$ cat config.mk
export PLATFORM = sky130hd
export DESIGN_NAME = fetch_unit
export DESIGN_NICKNAME = d
export VERILOG_FILES = /design/src/rtl/cpu_pkg.sv /design/src/rtl/fetch_fifo.sv /design/src/rtl/fetch_unit.sv
export SDC_FILE = /design/constraint.sdc
export NUM_CORES = 1
export LEC_CHECK = 0
export CORE_ASPECT_RATIO = 1.75
export CORE_UTILIZATION = 55
export DETAILED_ROUTE_END_ITERATION = 16
export HOLD_SLACK_MARGIN = 0.15
export MAX_ROUTING_LAYER = met4
export PLACE_DENSITY = 0.85
export SETUP_SLACK_MARGIN = 0.15
export SYNTH_ARGS = -nofsm -noshare
export SYNTH_HDL_FRONTEND = slang
export SYNTH_SLANG_ARGS = --single-unit
$ cat constraint.sdc
create_clock -name clock -period 5 [get_ports clock]
set_input_delay 0.5 -clock clock [delete_from_list [all_inputs] [get_ports clock]]
set_output_delay 0.5 -clock clock [all_outputs]
set_load 0.005 [all_outputs]
$ cat src/rtl/cpu_pkg.sv
// cpu_pkg: constants and types shared by the fetch front end and decode/control.
package cpu_pkg;

  typedef logic [15:0] inst_word_t;

  localparam inst_word_t  HALT_WORD = 16'hFFFF;
  localparam int unsigned PC_STEP   = 2;

  typedef enum logic {
    FETCH_RUN,
    FETCH_HALT
  } fetch_state_e;

  function automatic logic is_halt(input inst_word_t word);
    return word == HALT_WORD;
  endfunction

endpackage

$ cat src/rtl/fetch_fifo.sv
// fetch_fifo: small power-of-two FIFO with wrapping pointers, occupancy count and flush.
// While empty the head output keeps showing the last entry that left the FIFO.
module fetch_fifo
  import cpu_pkg::*;
#(
  parameter int WIDTH = 32,
  parameter int DEPTH = 2
) (
  input  logic                       clock,
  input  logic                       reset,
  input  logic                       flush,
  input  logic                       push,
  input  logic [WIDTH-1:0]           push_data,
  input  logic                       pop,
  output logic [WIDTH-1:0]           head_data,
  output logic                       head_valid,
  output logic [$clog2(DEPTH):0]     count
);

  localparam int PTR_W = $clog2(DEPTH);
  localparam int CNT_W = PTR_W + 1;

  logic [WIDTH-1:0] mem [DEPTH];
  logic [PTR_W-1:0] rd_ptr;
  logic [PTR_W-1:0] wr_ptr;
  logic [WIDTH-1:0] hold_data;
  logic             do_push;
  logic             do_pop;

  assign head_valid = count != '0;
  assign do_pop     = pop && head_valid;
  assign do_push    = push && !flush && (count != CNT_W'(DEPTH) || do_pop);
  assign head_data  = head_valid ? mem[rd_ptr] : hold_data;

  // The outgoing head is captured on pop or flush so the output is stable once empty.
  always_ff @(posedge clock or negedge reset) begin
    if (!reset) begin
      rd_ptr    <= '0;
      wr_ptr    <= '0;
      count     <= '0;
      hold_data <= '0;
      for (int i = 0; i < DEPTH; i++) mem[i] <= '0;
    end else begin
      if (do_pop || (flush && head_valid)) hold_data <= mem[rd_ptr];
      if (flush) begin
        rd_ptr <= '0;
        wr_ptr <= '0;
        count  <= '0;
      end else begin
        if (do_push) begin
          mem[wr_ptr] <= push_data;
          wr_ptr      <= wr_ptr + PTR_W'(1);
        end
        if (do_pop) rd_ptr <= rd_ptr + PTR_W'(1);
        if (do_push && !do_pop)      count <= count + CNT_W'(1);
        else if (do_pop && !do_push) count <= count - CNT_W'(1);
      end
    end
  end

endmodule

$ cat src/rtl/fetch_unit.sv
// fetch_unit: owns the PC, requests instruction words and queues them for decode.
// Defining FETCH_PERF_EN adds saturating perf_fetched / perf_stall counters.
module fetch_unit
  import cpu_pkg::*;
#(
  parameter int                ADDR_W   = 16,
  parameter int                DEPTH    = 2,
  parameter logic [ADDR_W-1:0] RESET_PC = 16'h0000
) (
  input  logic              clock,
  input  logic              reset,
  output logic              imem_req,
  output logic [ADDR_W-1:0] imem_addr,
  input  logic              imem_gnt,
  input  logic              imem_rvalid,
  input  logic [15:0]       imem_rdata,
  input  logic              redirect_valid,
  input  logic [ADDR_W-1:0] redirect_pc,
  output logic              inst_valid,
  output logic [15:0]       inst,
  output logic [ADDR_W-1:0] inst_pc,
  input  logic              inst_ready,
  output logic              halted
`ifdef FETCH_PERF_EN
  ,
  output logic [15:0]       perf_fetched,
  output logic [15:0]       perf_stall
`endif
);

  localparam int CNT_W   = $clog2(DEPTH) + 1;
  localparam int ENTRY_W = 16 + ADDR_W;

  fetch_state_e      state;
  logic [ADDR_W-1:0] fetch_pc;
  logic              fetch_en;
  logic              halt_seen;
  logic [CNT_W-1:0]  outstanding;
  logic [CNT_W-1:0]  outstanding_next;
  logic [CNT_W-1:0]  drop_cnt;
  logic [CNT_W-1:0]  q_count;
  logic [CNT_W:0]    credit_used;
  logic              grant;
  logic              pop;
  logic              enq;
  logic              halt_pop;
  logic              tag_valid;
  logic [ADDR_W-1:0] rsp_pc;
  logic [ENTRY_W-1:0] head_entry;

  assign grant            = imem_req && imem_gnt;
  assign pop              = inst_valid && inst_ready;
  assign halt_pop         = pop && is_halt(inst);
  assign outstanding_next = outstanding + CNT_W'(grant) - CNT_W'(imem_rvalid);
  assign enq              = imem_rvalid && tag_valid && (drop_cnt == '0) && !halt_seen
                            && !redirect_valid;

  // A slot freed by this cycle's dequeue may back a new request, since its response
  // cannot arrive before the next cycle; this keeps one instruction per cycle at DEPTH=2.
  assign credit_used = (CNT_W+1)'(q_count - CNT_W'(pop)) + (CNT_W+1)'(outstanding);
  assign imem_req    = fetch_en && (state == FETCH_RUN) && !halt_seen
                       && (credit_used < (CNT_W+1)'(DEPTH));
  assign imem_addr   = fetch_pc;

  assign inst    = head_entry[ENTRY_W-1 -: 16];
  assign inst_pc = head_entry[ADDR_W-1:0];

  fetch_fifo #(
    .WIDTH (ADDR_W),
    .DEPTH (DEPTH)
  ) u_tag_fifo (
    .clock      (clock),
    .reset      (reset),
    .flush      (1'b0),
    .push       (grant),
    .push_data  (fetch_pc),
    .pop        (imem_rvalid),
    .head_data  (rsp_pc),
    .head_valid (tag_valid),
    .count      (outstanding)
  );

  fetch_fifo #(
    .WIDTH (ENTRY_W),
    .DEPTH (DEPTH)
  ) u_inst_fifo (
    .clock      (clock),
    .reset      (reset),
    .flush      (redirect_valid),
    .push       (enq),
    .push_data  ({imem_rdata, rsp_pc}),
    .pop        (inst_ready),
    .head_data  (head_entry),
    .head_valid (inst_valid),
    .count      (q_count)
  );

  always_ff @(posedge clock or negedge reset) begin
    if (!reset) begin
      state  <= FETCH_RUN;
      halted <= 1'b0;
    end else begin
      case (state)
        FETCH_RUN: begin
          if (halt_pop && !redirect_valid) begin
            state  <= FETCH_HALT;
            halted <= 1'b1;
          end
        end
        FETCH_HALT: begin
          if (redirect_valid) begin
            state  <= FETCH_RUN;
            halted <= 1'b0;
          end
        end
        default: begin
          state  <= FETCH_RUN;
          halted <= 1'b0;
        end
      endcase
    end
  end

  // Responses still in flight at a redirect are counted into drop_cnt and discarded on return.
  always_ff @(posedge clock or negedge reset) begin
    if (!reset) begin
      fetch_pc  <= RESET_PC;
      fetch_en  <= 1'b0;
      drop_cnt  <= '0;
      halt_seen <= 1'b0;
    end else begin
      fetch_en <= 1'b1;
      if (redirect_valid)  fetch_pc <= redirect_pc;
      else if (grant)      fetch_pc <= fetch_pc + ADDR_W'(PC_STEP);
      if (redirect_valid)                        drop_cnt <= outstanding_next;
      else if (imem_rvalid && drop_cnt != '0)    drop_cnt <= drop_cnt - CNT_W'(1);
      if (redirect_valid)                        halt_seen <= 1'b0;
      else if (enq && is_halt(imem_rdata))       halt_seen <= 1'b1;
    end
  end

`ifdef FETCH_PERF_EN
  always_ff @(posedge clock or negedge reset) begin
    if (!reset) begin
      perf_fetched <= '0;
      perf_stall   <= '0;
    end else begin
      if (pop && perf_fetched != 16'hFFFF) perf_fetched <= perf_fetched + 16'd1;
      if (state == FETCH_RUN && inst_ready && !inst_valid && perf_stall != 16'hFFFF)
        perf_stall <= perf_stall + 16'd1;
    end
  end
`endif

endmodule

# Word-level counts from Yosys, hierarchy flattened
# Cells that the tools add are included.
# totals
reg_bits	174
inputBits	38
out_inout_bits	51
wordCells	131
# classes
add_sub_neg	14
n_lt_le_gt_ge	7
n_eq_ne	6
n_mux	35
bitwise	6
n_reduce_logical	45
# op_table
operator	count
two-way mux 32 bit	5
two-way mux 16 bit	7
bitwise mux 64 bit	1
bitwise mux 32 bit	1
demux 32 bit (select 1 bit)	1
equality test 16 bit, second input constant	2
logical AND 1 bit	23
nonzero test 2 bit	9
adder 16 x 2 -> 16 bit, second input constant	1
demux 16 bit (select 1 bit)	1
two-way mux 2 bit	7
two-way mux 1 bit	10
greater-or-equal comparator 2 bit, second input constant	4
inverter 1 -> 2 bit	4
zero test 1 bit	6
!= test 2 bit, second input constant	3
subtractor 2 x 1 -> 2 bit, second input constant	3
adder 1 bit, second input constant	4
adder 2 x 1 -> 2 bit, second input constant	2
less-than comparator 2 x 1 -> 1 bit, second input constant	2
one-hot mux 1 bit (2 select lines)	2
AND reduction 2 bit	2
adder 3 x 2 -> 3 bit	1
logical OR 1 bit	3
8 further kinds	9

# Logic depth before layout (Yosys ltp)
# logic_depth
depth_word	12
mapped_depth	15
depth_no_buf	12

# By module
# A second synthesis with hierarchy kept.
# unflattened
hier_cells	736
hier_area_um2	8391.8
# modules_own_cells
mod	instances	cells_each	area_each_um2	seq_area_each_um2
fetch_fifo (u_inst_fifo)	1	372	4538.1	2502.4
fetch_fifo (u_tag_fifo)	1	197	2352.3	1301.2
fetch_unit	1	167	1501.4	550.5

# Worst setup path before layout
# No wires, ideal clock.
# synth_path
path_type	register to register
startpoint	reg u_inst_fifo.count[1]
endpoint	reg u_tag_fifo.mem[22] (netlist bit)
setup_time_ps	125
arrival_time_ps	2980
t_required_ps	4875
setup_slack_ps	1895
path_stages_with_launch	13
n_path_buf	4
synth_period_minus_slack_ps	3105
path_cell_list	dfrtp_1 -> buf_2 -> buf_2 -> inv_1 -> nor3b_1 -> o21ai_0 -> fa_1 -> and4bb_1 -> nand3_2 -> buf_6 -> nor3_4 -> buf_12 -> mux2_4
# synth_between
elab_chain_cells	8
# synth_lines
element	line_no	source
from (decl)	fetch_fifo.sv:17	output logic [$clog2(DEPTH):0] count
from (signal assigned)	fetch_fifo.sv:55	if (do_push && !do_pop) count <= count + CNT_W'(1);
from (signal assigned)	fetch_fifo.sv:56	else if (do_pop && !do_push) count <= count - CNT_W'(1);
nonzero test 2 bit	fetch_fifo.sv:30	assign head_valid = count != '0;
logical AND 1 bit	fetch_unit.sv:52	assign pop = inst_valid && inst_ready;
subtractor 2 x 1 -> 3 bit *	fetch_unit.sv:60	assign credit_used = (CNT_W+1)'(q_count - CNT_W'(pop)) + (CNT_W+1)'(outstanding);
adder 3 x 2 -> 3 bit *	fetch_unit.sv:60	
less-than comparator 3 x 2 -> 1 bit *	fetch_unit.sv:62	&& (credit_used < (CNT_W+1)'(DEPTH));
logical AND 1 bit *	fetch_unit.sv:62	
logical AND 1 bit *	fetch_unit.sv:51	assign grant = imem_req && imem_gnt;
logical AND 1 bit *	fetch_fifo.sv:32	assign do_push = push && !flush && (count != CNT_W'(DEPTH) || do_pop);
to (signal, indexed assignment)	fetch_fifo.sv:51	mem[wr_ptr] <= push_data;
to (decl)	fetch_fifo.sv:23	logic [WIDTH-1:0] mem [DEPTH];
# Mark *: on every way between the ends. The rest lies on a longest branch, timed or not.
# A chain may end at the register's enable or synchronous reset.

# Final worst setup path
# layout_path
startpoint	reg u_inst_fifo.count[1]
endpoint	out imem_req
# layout_between
elab_chain_cells	6
# layout_lines
element	line_no	source
nonzero test 2 bit	fetch_fifo.sv:30	
logical AND 1 bit	fetch_unit.sv:52	
subtractor 2 x 1 -> 3 bit *	fetch_unit.sv:60	
adder 3 x 2 -> 3 bit *	fetch_unit.sv:60	
less-than comparator 3 x 2 -> 1 bit *	fetch_unit.sv:62	
logical AND 1 bit *	fetch_unit.sv:62	
to (decl)	fetch_unit.sv:12	output logic imem_req,
# Marked as above.

==> metrics.md <==
| Metric | Value |
|---|---|
| Pins Over Slew Limit | `0` |
| CTS tree | `built` |
| Crit Path Class | `reg2out` |
| Most frequent cell after synthesis | `dfrtp_1` |
| Hold Vio Cnt, Final | `0` |
| Share of cells above drive strength 1 | `14.1%` |
| WL/cell | `17.0 um` |
| Post-synth top area share | `54.3%` |
| Worst Path Required | `4.50 ns` |
| Root buffer cell | `clkbuf_16` |
| Hold Path Sink | `u_tag_fifo.hold_data[6]$_DFFE_PN0N_` |
| Hold_ws | `0.480 ns` |
| Final wirelength | `17.1 mm` |
| Die Area | `15100 um2` |
| Highest net fanout along the worst path | `19` |
| Initial antenna violation count | `0` |
| Post-Layout Cell Count | `1008` |
| Yosys synthesis warning count | `0` |
| PortBufs | `88` |
| Cell area after synthesis | `8020 um2` |
| DIE HEIGHT | `162 um` |
| Clock Skew | `0.0127 ns` |
| Top cells by area, synth | `dfrtp_1 54%, mux2_2 7.7%, o21ai_0 6.8%` |
| Crit path DAT | `3.39 ns` |
| Clk buf depth | `2` |
| Inst Count DP | `975` |
| Worst vdd ir | `0.000255 V` |
| Synth Flop Type | `dfrtp_1` |
| Critical path endpoint category | `output pin` |
| Wire length of the first global-routing pass | `29.0 mm` |
| Cell variety after synth | `49` |
| PD cells | `589 nW/um2` |
| Startpoint Class | `register` |
| Reg2reg path depth | `9` |
| Cells after Synth | `748` |
| Largest net degree at the start of global routing | `75` |
| # clock sinks | `174` |
| Leading area contributor after synthesis | `dfrtp_1` |
| GR Overflow Total | `0` |
| Register area share after synthesis | `54.3%` |
| RSZ-0062 raised after global routing | `false` |
| Hold Path Class | `reg2reg` |
| Reg-to-reg critical path startpoint | `u_inst_fifo.count[1]$_DFFE_PN0P_` |
| Synthesized area per cell | `10.7 um2` |
| Outcome | `finished with violations` |
| GPL Wtd Cong | `0.793` |
| Detail Placement HPWL | `10.9 mm` |
| End-of-flow core utilization | `66.9%` |
| Clock Pin Slew Worst Setup and Hold Paths | `0.07 ns` |
| Fmax achieved | `0.257 GHz` |
| Via/cell ratio | `5.61` |
| Number of global-route vias before repair | `5944` |
| Max-slew headroom | `30.1%` |
| HP Start | `u_tag_fifo.hold_data[6]$_DFFE_PN0N_` |
| Hold Crit Depth | `2` |
| 1st-pass router iterations | `10` |
| Maxcap violations | `0` |
| Syn nets | `793` |
| FFs w/ async S/R, synth | `100%` |
| Pwr Total | `5.63 mW` |
| TritonCTS Buffers | `17` |
| # setup viols final | `0` |
| DR DRC count | `1` |
| Io pins | `89` |
| Post-route ant nets | `0` |
| Area grow syn2layout | `19.3%` |
| Core Area | `14300 um2` |
| N_diodes | `0` |
| Number of H-tree levels | `4` |
| Violated checks | `design-rule violations` |
| Fin crit share | `77.7%` |
| Total leakage power | `4.19 nW` |
| Synth cell count leaders | `174 x dfrtp_1, 125 x nand2_1, 109 x o21ai_0` |
| Post-synth EDFFs | `0` |
| First DRT Iteration DRCs | `329` |
| # rows | `58` |
| R2R Setup Slk | `1.30 ns` |
| Vias | `5654` |
| Final setup TNS | `0 ns` |
| Die X | `93.3 um` |
| GRT Util Overall | `25.7%` |
| Worst reg2reg endpoint | `u_tag_fifo.mem[15]$_DFFE_PN0P_` |
| Clk Latency, worst-skew pair | `0.43 ns` |
| Initial Utilization | `56.1%` |
| Layout net count | `860` |
| Actual slew at the worst max-slew pin | `1.05 ns` |
| Final worst path period need | `3.89 ns` |
| Post-CTS sizing | `0` |
| FF+latch count, synth | `174` |
## cell type report
class / count / area, um2
clock buffer: 17 / 425
sequential: 174 / 4360
multi-input combinational: 516 / 3370
tap: 180 / 225
clock inverter: 15 / 213
timing repair buffer: 96 / 940
inverter: 10 / 37.5
fill: 1061 / 4730
## sequential cells by signal, indices dropped and copies added (netlist names), 2 cells and up
name,flops
drop_cnt,2
imem_addr,16
u_inst_fifo.count,2
u_inst_fifo.hold_data,32
u_inst_fifo.mem,64
u_tag_fifo.count,2
u_tag_fifo.hold_data,16
u_tag_fifo.mem,32
## power by group
group	internal, mW	total (mW)	switching [mW]	leakage, nW
registers	1.95	2.34	0.393	2.23
clock network	0.815	1.42	0.602	0.314
logic	0.966	1.88	0.912	1.65
total	3.73	5.63	1.91	4.19
## repair_timing
item                                   CTS  global route
buffers inserted                         0             0
hold buffers                             1             0
endpoints found under the hold margin   72             0
## cell families (layout without fill, tap and decap cells)
| group | Yosys count | count (layout) | synth area share (%) |
|---|---|---|---|
| other | 1 | 1 | 0.0468 |
| muxes | 115 | 115 | 15.9 |
| xor gates and xnor gates | 24 | 24 | 2.62 |
| buffers and inverters | 58 | 138 | 3.74 |
| AOI/OAI and AO/OA | 156 | 156 | 9.95 |
| DFF | 174 | 174 | 54.3 |
| adders and majority gates | 7 | 7 | 1.19 |
| and+or+nand+nor | 213 | 213 | 12.3 |
## placed cells by master (no fill, tap or decap), types with 4 or more instances in the layout
cell type        netlist  final
a21oi_1               34     34
and4_1                 5      5
buf_4                  5      7
clkbuf_16              0     17
clkdlybuf4s50_1        0     86
dfrtp_1              174    173
ha_1                   6      6
inv_1                  9      9
inv_6                  0      6
inv_8                  0      4
mux2_2                55     55
mux2_4                10     10
mux2i_1               49     49
nand2_1              125    125
nand2b_1               4      4
nand4_1               10     10
nor2_1                27     27
nor3_1                17     17
nor4_1                 5      5
o21ai_0              109    109
o21ai_1                8      8
xnor2_1               16     16
xor2_1                 8      8
## how the worst max path moves through the flow
stage	start	to	slack, ns	cells after the start
2_1_floorplan	u_inst_fifo.count[1]$_DFFE_PN0P_	u_tag_fifo.mem[22]$_DFFE_PN0P_	1.90	12
3_3_place_gp	inst_ready	u_tag_fifo.mem[15]$_DFFE_PN0P_	1.24	9
3_5_place_dp	inst_ready	u_tag_fifo.mem[15]$_DFFE_PN0P_	1.12	9
4_1_cts	u_inst_fifo.count[1]$_DFFE_PN0P_	imem_req	1.07	7
5_1_grt	u_inst_fifo.count[1]$_DFFE_PN0P_	imem_req	0.87	7
6_report	u_inst_fifo.count[1]$_DFFE_PN0P_	imem_req	1.11	7
## layer usage
layer | wire [um] | global-route usage [%] | vias up
met5 | 0 | - | -
met4 | 507 | 11.1 | 0
met3 | 571 | 5.20 | 41
met2 | 9190 | 43.6 | 144
met1 | 6850 | 29.1 | 2749
li1 | - | - | 2720
## worst max-delay path, cell delays in order, from the launching register on
cell,delay [ns]
dfrtp_1,0.78
inv_1,0.20
nor3b_1,0.43
o21ai_0,0.19
fa_1,0.50
and4bb_1,0.22
and2_1,0.15
clkdlybuf4s50_1,0.50
## metrics by stage
step	cell area (um2)	setup slack, ns
final	9570	1.11
after global routing	9570	0.875
after global placement	8920	1.24
after floorplan	8020	1.90
after detailed placement	8920	1.12
after CTS	9570	1.07
Power figures use the tool's default switching activity.
